[src/rtl/seq_mul_pkg.sv]
// Shared constants for the iterative shift-add multiplier: FSM state
// encoding and the supported operand width range.
package seq_mul_pkg;

   localparam logic [1:0] S_IDLE = 2'b00;
   localparam logic [1:0] S_BUSY = 2'b01;
   localparam logic [1:0] S_DONE = 2'b10;

   typedef enum logic [1:0] {
      IDLE = S_IDLE,
      BUSY = S_BUSY,
      DONE = S_DONE
   } state_e;

   localparam int WIDTH_MIN = 2;
   localparam int WIDTH_MAX = 32;

endpackage

[src/rtl/seq_multiplier.sv]
// Iterative shift-add multiplier, unsigned or two's-complement per operation,
// one multiplier bit per cycle, with valid/ready on both sides.
module seq_multiplier
   import seq_mul_pkg::*;
#(
   parameter int WIDTH = 8
) (
   input  logic               clk,
   input  logic               rst,
   input  logic               in_valid,
   output logic               in_ready,
   input  logic [WIDTH-1:0]   a,
   input  logic [WIDTH-1:0]   b,
   input  logic               signed_mode,
   output logic               out_valid,
   input  logic               out_ready,
   output logic [2*WIDTH-1:0] out
);

   localparam int PW = 2 * WIDTH;
   localparam int CW = (WIDTH > 1) ? $clog2(WIDTH) : 1;

   if (WIDTH < WIDTH_MIN || WIDTH > WIDTH_MAX) begin : g_bad_width
      $error("seq_multiplier: WIDTH outside supported range");
   end

   state_e          state_r;
   logic [PW-1:0]   acc_r;
   logic [PW-1:0]   mcand_r;
   logic [WIDTH-1:0] mplier_r;
   logic [CW-1:0]   cnt_r;
   logic            neg_r;

   logic [PW-1:0]   addend_s;
   logic [PW-1:0]   acc_nxt_s;
   logic [WIDTH-1:0] a_mag_s;
   logic [WIDTH-1:0] b_mag_s;

   // Most-negative value negates to itself, which is its correct unsigned magnitude.
   function automatic logic [WIDTH-1:0] magnitude(input logic [WIDTH-1:0] v, input logic sgn);
      return (sgn & v[WIDTH-1]) ? (~v + WIDTH'(1)) : v;
   endfunction

   // Operand magnitudes and the accumulator value after this cycle's partial product.
   always_comb begin
      a_mag_s   = magnitude(a, signed_mode);
      b_mag_s   = magnitude(b, signed_mode);
      addend_s  = '0;
      if (mplier_r[0]) begin
         addend_s = mcand_r;
      end else begin
         addend_s = '0;
      end
      acc_nxt_s = acc_r + addend_s;
   end

   // Control FSM and datapath; handshake flags are registered alongside the state.
   always_ff @(posedge clk or posedge rst) begin
      if (rst) begin
         state_r   <= IDLE;
         in_ready  <= 1'b1;
         out_valid <= 1'b0;
         out       <= '0;
         acc_r     <= '0;
         mcand_r   <= '0;
         mplier_r  <= '0;
         cnt_r     <= '0;
         neg_r     <= 1'b0;
      end else begin
         case (state_r)
            IDLE: begin
               if (in_valid) begin
                  mcand_r  <= {{WIDTH{1'b0}}, a_mag_s};
                  mplier_r <= b_mag_s;
                  neg_r    <= signed_mode & (a[WIDTH-1] ^ b[WIDTH-1]);
                  acc_r    <= '0;
                  cnt_r    <= CW'(WIDTH - 1);
                  in_ready <= 1'b0;
                  state_r  <= BUSY;
               end
            end
            BUSY: begin
               acc_r    <= acc_nxt_s;
               mcand_r  <= mcand_r << 1;
               mplier_r <= mplier_r >> 1;
               cnt_r    <= cnt_r - CW'(1);
               if (cnt_r == '0) begin
                  out       <= neg_r ? (~acc_nxt_s + PW'(1)) : acc_nxt_s;
                  out_valid <= 1'b1;
                  state_r   <= DONE;
               end
            end
            DONE: begin
               if (out_ready) begin
                  out_valid <= 1'b0;
                  in_ready  <= 1'b1;
                  state_r   <= IDLE;
               end
            end
            default: begin
               out_valid <= 1'b0;
               in_ready  <= 1'b1;
               state_r   <= IDLE;
            end
         endcase
      end
   end

endmodule

[config.mk]
export PLATFORM = sky130hd
export DESIGN_NAME = seq_multiplier
export DESIGN_NICKNAME = d
export VERILOG_FILES = /design/src/rtl/seq_mul_pkg.sv /design/src/rtl/seq_multiplier.sv
export SDC_FILE = /design/constraint.sdc
export NUM_CORES = 1
export LEC_CHECK = 0
export ABC_AREA = 0
export CORE_AREA = 2 2 104 106
export CTS_CLUSTER_DIAMETER = 100
export DETAILED_ROUTE_END_ITERATION = 7
export DIE_AREA = 0 0 106 108
export MAX_ROUTING_LAYER = met4
export PLACE_DENSITY_LB_ADDON = 0.08
export SLEW_MARGIN = 5
export SYNTH_ARGS = -nofsm -noshare
export SYNTH_HDL_FRONTEND = slang
export SYNTH_SLANG_ARGS = --single-unit
export TNS_END_PERCENT = 20
[constraint.sdc]
create_clock -name clk -period 7.7 [get_ports clk]
set_input_delay 1.155 -clock clk [delete_from_list [all_inputs] [get_ports clk]]
set_output_delay 1.155 -clock clk [all_outputs]
set_load 0.02 [all_outputs]
Yosys cells after proc, flatten, opt, wreduce, memory -nomap -nowiden
Index checks and enable logic that the tools add are counted.

Add/subtract/negate cells: 5. Multiply operators: 0. Divide/modulo/power cells: 0. Magnitude comparators: 0. Eq/ne operators: 5. Shift-type cells: 0. Mux-type cells: 22. Bitwise gates (word level): 9. Reduce and logical (&&, ||, !) cells: 9.

Operators by type and width (count): two-way mux 16 bit (4); one-hot mux 16 bit (2 select lines) (2); two-way mux 8 bit (3); adder 16 x 1 -> 16 bit, second input constant (1); adder 16 bit (1); adder 8 x 1 -> 8 bit, second input constant (2); inverter 16 bit (1); inverter 8 bit (2); one-hot mux 8 bit (2 select lines) (1); AND reduction 3 bit (3); two-way mux 2 bit (3); inequality test 2 bit, second input constant (3); one-hot mux 1 bit (3 select lines) (2); one-hot mux 2 bit (3 select lines) (1); one-hot mux 3 bit (2 select lines) (1); AND reduction 2 bit (3); two-way mux 1 bit (4); AND 1 bit (3); zero test 3 bit (1); two-way mux 3 bit (1); subtractor 3 x 1 -> 3 bit, second input constant (1); == test 2 x 1 -> 1 bit, second input constant (1); == test 2 bit, second input constant (1); zero test 2 bit (1); other kinds (3) (4).

Flip-flop bits (word level): 64. Latch bits: 0. Bits in writable memories: 0. Bits in read-only memories: 0. Output and inout bits: 18. Logic and storage cells: 59. Memories: 0.

Logic depth before layout (Yosys ltp)
Depth in word-level cells: 5. Gate-level depth with buffers: 12.

Least setup slack after synthesis
Ideal clock, no wire load.

Path kind: register to register. From: reg mplier_r[0]. To: reg out[14]. Arrival: 2.972 ns. Data required time: 7.570 ns. Setup slack: 4.598 ns. Stages on the path, launching flop included: 13. Period minus slack after synthesis: 3.102 ns. Path through: dfrtp_1 clkbuf_1 and2_1 ha_1 fa_1 a211oi_2 o21a_2 a2111oi_0 nand4b_4 nand4b_1 o41ai_2 xnor2_1 o21ai_1.

Longest elaborated chain between the ends: 5.

Ends and longest elaborated chain: from (decl) (line seq_multiplier.sv:30) `logic [WIDTH-1:0] mplier_r;`; from (signal assigned) (line seq_multiplier.sv:74) `mplier_r <= b_mag_s;`; from (signal assigned) (line seq_multiplier.sv:85) `mplier_r <= mplier_r >> 1;`; two-way mux 16 bit * (line seq_multiplier.sv:49) `if (mplier_r[0]) begin`; adder 16 bit * (line seq_multiplier.sv:54) `acc_nxt_s = acc_r + addend_s;`; inverter 16 bit (line seq_multiplier.sv:88) `out <= neg_r ? (~acc_nxt_s + PW'(1)) : acc_nxt_s;`; adder 16 x 1 -> 16 bit (line seq_multiplier.sv:88); two-way mux 16 bit * (line seq_multiplier.sv:88); to (signal assigned) (line seq_multiplier.sv:88); to (decl) (line seq_multiplier.sv:17) `output logic [2*WIDTH-1:0] out`.

Mark *: on every way between the ends. The rest lies on a longest branch, timed or not. A chain may end at the register's enable or synchronous reset.

Worst setup path in the final report
Same ends and word-level chain as after synthesis.

==> reports/metrics.cfg <==
[run_status]
outcome = finished, final reports clean

[clock_network]
ctsHoldBuffers = 0
clockBufferDepth = 2
post_cts_resized = 0
path_clk_slew_ns = 0.08
post_cts_buffers = 0
cts_tree = done
h-tree-depth = 3
worstSkewPairLatency_ns = 0.35
numCtsBuffers = 9
clock-sinks = 64
cts-root-buf = clkbuf_8

[sta]
hold_violations = 0
worst_pin_slew_ns = 0.948
max_freq_mhz = 289
tns_ns = 0
min_period_ns = 3.46
rsz0062_at_grt = no
final_max_slew_viol_count = 0
setup-violations-final = 0
period_share_pct = 44.9
slew_headroom_pct = 36.5
skew_ns = 0.0118

[global_routing]
grt_max_degree = 65
grt_pass1_vias = 3112
track_usage_pct = 16.8
overflow = 0
grt_pass1_wl_mm = 14.8
antenna_found_initial = 0

[pwr]
p_per_area_nw_per_um2 = 459
switchingPower_mw = 0.981
p_leak_nw = 2.05
p_seq_share_pct = 27.0
p_sw_share_pct = 44.6
ir_drop_uv = 155
power_frac_comb_pct = 56.6
p_clk_share_pct = 16.5
internal_power_mw = 1.22

[worst_setup_path]
timing.critical_path.mode_cell = o21ai_1
slowest_stage = dfrtp_1
max_stage_delay_ns = 0.52
critPathRequiredTime_ns = 7.91
critical_path_class = reg -> reg
cp-end-kind = flop
cp_top_family = compound AO/OA/AOI/OAI gates
critPathArrivalTime_ns = 3.67
path_cells = and2_1 -> ha_1 -> fa_1 -> a211oi_2 -> o21a_2 -> o21ai_1 -> xnor2_2 -> nand4b_1 -> o41ai_2 -> xnor2_1 -> o21ai_1
start_kind = flop
cp_max_fo = 17
path_buf_inv = 0

[cells_and_area]
multi_input_area_sq_um = 2310
drive_above_1_share_pct = 7.21
final_cells = 635
fin_nets = 536
area_growth_pct = 18.0
antenna_cells = 0
finish.instance_area_sq_um = 4790
regArea_sq_um = 1600
fillCellCount = 1017

[synth]
synth-simple-area-share_pct = 19.4
synthXorXnorAreaFrac_pct = 7.73
async_reset_ff_share_pct = 100
synth.avg_cell_area_sq_um = 8.75
synth_area_sq_um = 4060
synth.area.mux_share_pct = 0.740
syn_nets = 506
synth-compound-area-share_pct = 22.5
synth_cells = 464
yosys_warnings = 0
synth_top_family_by_area = compound AO/OA/AOI/OAI gates
ys.flop_type = dfrtp_1
synth_seq_cells = 64
synth_cell_types = 58
yosysSeqAreaShare_pct = 39.5
synth-adder-area-share_pct = 6.66
synth_edf_count = 0

[floorplanning]
dieWidth_microns = 106
initial_core_util_pct = 39.7
io_pins = 39
fp-row-count = 37
die-area_sq_um = 11400
coreArea_sq_um = 10200
die-height_microns = 108

[place]
post_dp_cell_area_sq_um = 4550
place_inst = 619
place.detailed.hpwl_mm = 6.22
gp_congestion = 0.887
numPortBuffers = 38

[detailed_routing]
ant_nets = 0
dr_total_vias = 3326
viasPerCell = 5.24
drt-total-wl_mm = 8.64
wl_per_cell_microns = 13.6
dr.pass1.iters = 4
drc = 0
drt_iter0_markers = 96

[worst_hold_path]
hold_path_class = reg -> reg

[job]
max_cap_violations = 0

[worst paths after layout]
check / from / endpoint / slack [ns] / cells after the start
worst max-delay path: mplier_r[0] / out[14] / 4.24 / 11
worst min-delay path: out[8] / out[8] / 0.48 / 2
worst max register to register: mplier_r[0] / out[14] / 4.24 / 11
worst min register to register: out[8] / out[8] / 0.48 / 2
max in group asynchronous: rst / mplier_r[3] / 5.82 / 3
min in group asynchronous: rst / out[1] / 1.35 / 3
[final cells by class]
cell class	instances	share of cell area, %
multi-input cells	363	48.3
well taps	136	3.55
clock buffers	10	2.66
flip-flops and latches	64	33.5
inverters	15	1.18
repair buffers	41	8.41
clock inverters	6	2.40
[worst register-to-register path, cell delays in order (launching register included)]
cell and delay, ns:
dfrtp_1 0.52, and2_1 0.22, ha_1 0.25, fa_1 0.44, a211oi_2 0.33, o21a_2 0.25, o21ai_1 0.14, xnor2_2 0.27
nand4b_1 0.24, o41ai_2 0.42, xnor2_1 0.16, o21ai_1 0.07
[flip-flops by register name (all words and copies together) (netlist names)]
name       flops
cnt_r          3
state_r        2
out           16
in_ready       1
neg_r          1
acc_r         16
out_valid      1
mcand_r       16
mplier_r       8
[metrics by stage]
| step | power (mW) | hold WS [ns] | utilization (%) | worst slack [ns] |
|---|---|---|---|---|
| after floorplan | 1.54 | 0.445 | - | 4.60 |
| after CTS | 2.22 | 0.485 | 46.8 | 4.19 |
| after global placement | 1.84 | 0.460 | 44.4 | 4.23 |
| final | 2.20 | 0.475 | 46.8 | 4.24 |
| after detailed placement | 1.86 | 0.470 | 44.4 | 4.22 |
| after global routing | 2.41 | 0.505 | 46.8 | 3.88 |
[power groups by stage]
stage               clock network [mW]  logic [mW]  registers [mW]
floorplan                            0       0.929           0.615
global route                     0.383        1.41           0.621
detailed placement                   0        1.25           0.604
finish                           0.362        1.24           0.594
CTS                              0.368        1.26           0.597
global placement                     0        1.24           0.601
[synthesized netlist by cell type (all sizes together), types with 2 or more instances]
cell     count  area share (%)
nor3        11             1.4
nand2b       5            0.77
a21oi       18             2.3
a2111oi      2            0.43
clkbuf      19             1.8
and2        19             2.9
o221ai       2            0.43
nand4b       3             1.0
a211oi       5             1.4
o211ai       3            0.68
o211a        2            0.49
dfrtp       63              39
a21boi       2            0.37
buf          3            0.40
nand3       22             2.7
o31ai        9             1.8
or2          4            0.62
o21bai       4            0.74
a22o         2            0.46
o21ai       62             7.6
nor2        24             2.2
o21a         6             1.1
nor2b        3            0.46
a22oi       12             2.2
nor3b        3            0.55
xor2        14             3.0
xnor2       21             4.7
a31oi        5            0.77
nand2       64             5.9
inv         15             1.4
ha          20             6.2
mux2i        3            0.74
and3         2            0.31
[kinds of logic after synthesis]
family / Yosys count
adders and majority gates: 21
DFF: 64
and+or+nand+nor: 163
muxes: 3
xor gates and xnor gates: 35
AOI/OAI and AO/OA: 141
buffers and inverters: 37
[metal layers]
metal	routed length, microns	vias to the layer above	GRT usage [%]
met3	328	12	2.89
met1	4280	1547	21.9
met4	128	0	6.58
li1	-	1709	-
met5	0	-	-
met2	3900	58	26.2
[cells in the final DEF (no fill, tap or decap), types with 11 or more instances in the layout]
| cell | netlist | layout |
|---|---|---|
| nand2_1 | 64 | 64 |
| dfrtp_1 | 63 | 63 |
| o21ai_0 | 56 | 56 |
| clkdlybuf4s50_1 | 0 | 38 |
| nor2_1 | 24 | 24 |
| nand3_1 | 22 | 22 |
| xnor2_1 | 20 | 20 |
| ha_1 | 20 | 20 |
| and2_1 | 19 | 19 |
| a21oi_1 | 17 | 17 |
| xor2_1 | 14 | 14 |
| inv_1 | 15 | 14 |
| a22oi_1 | 12 | 12 |
| nor3_1 | 11 | 11 |
Power figures use the tool's default switching activity.
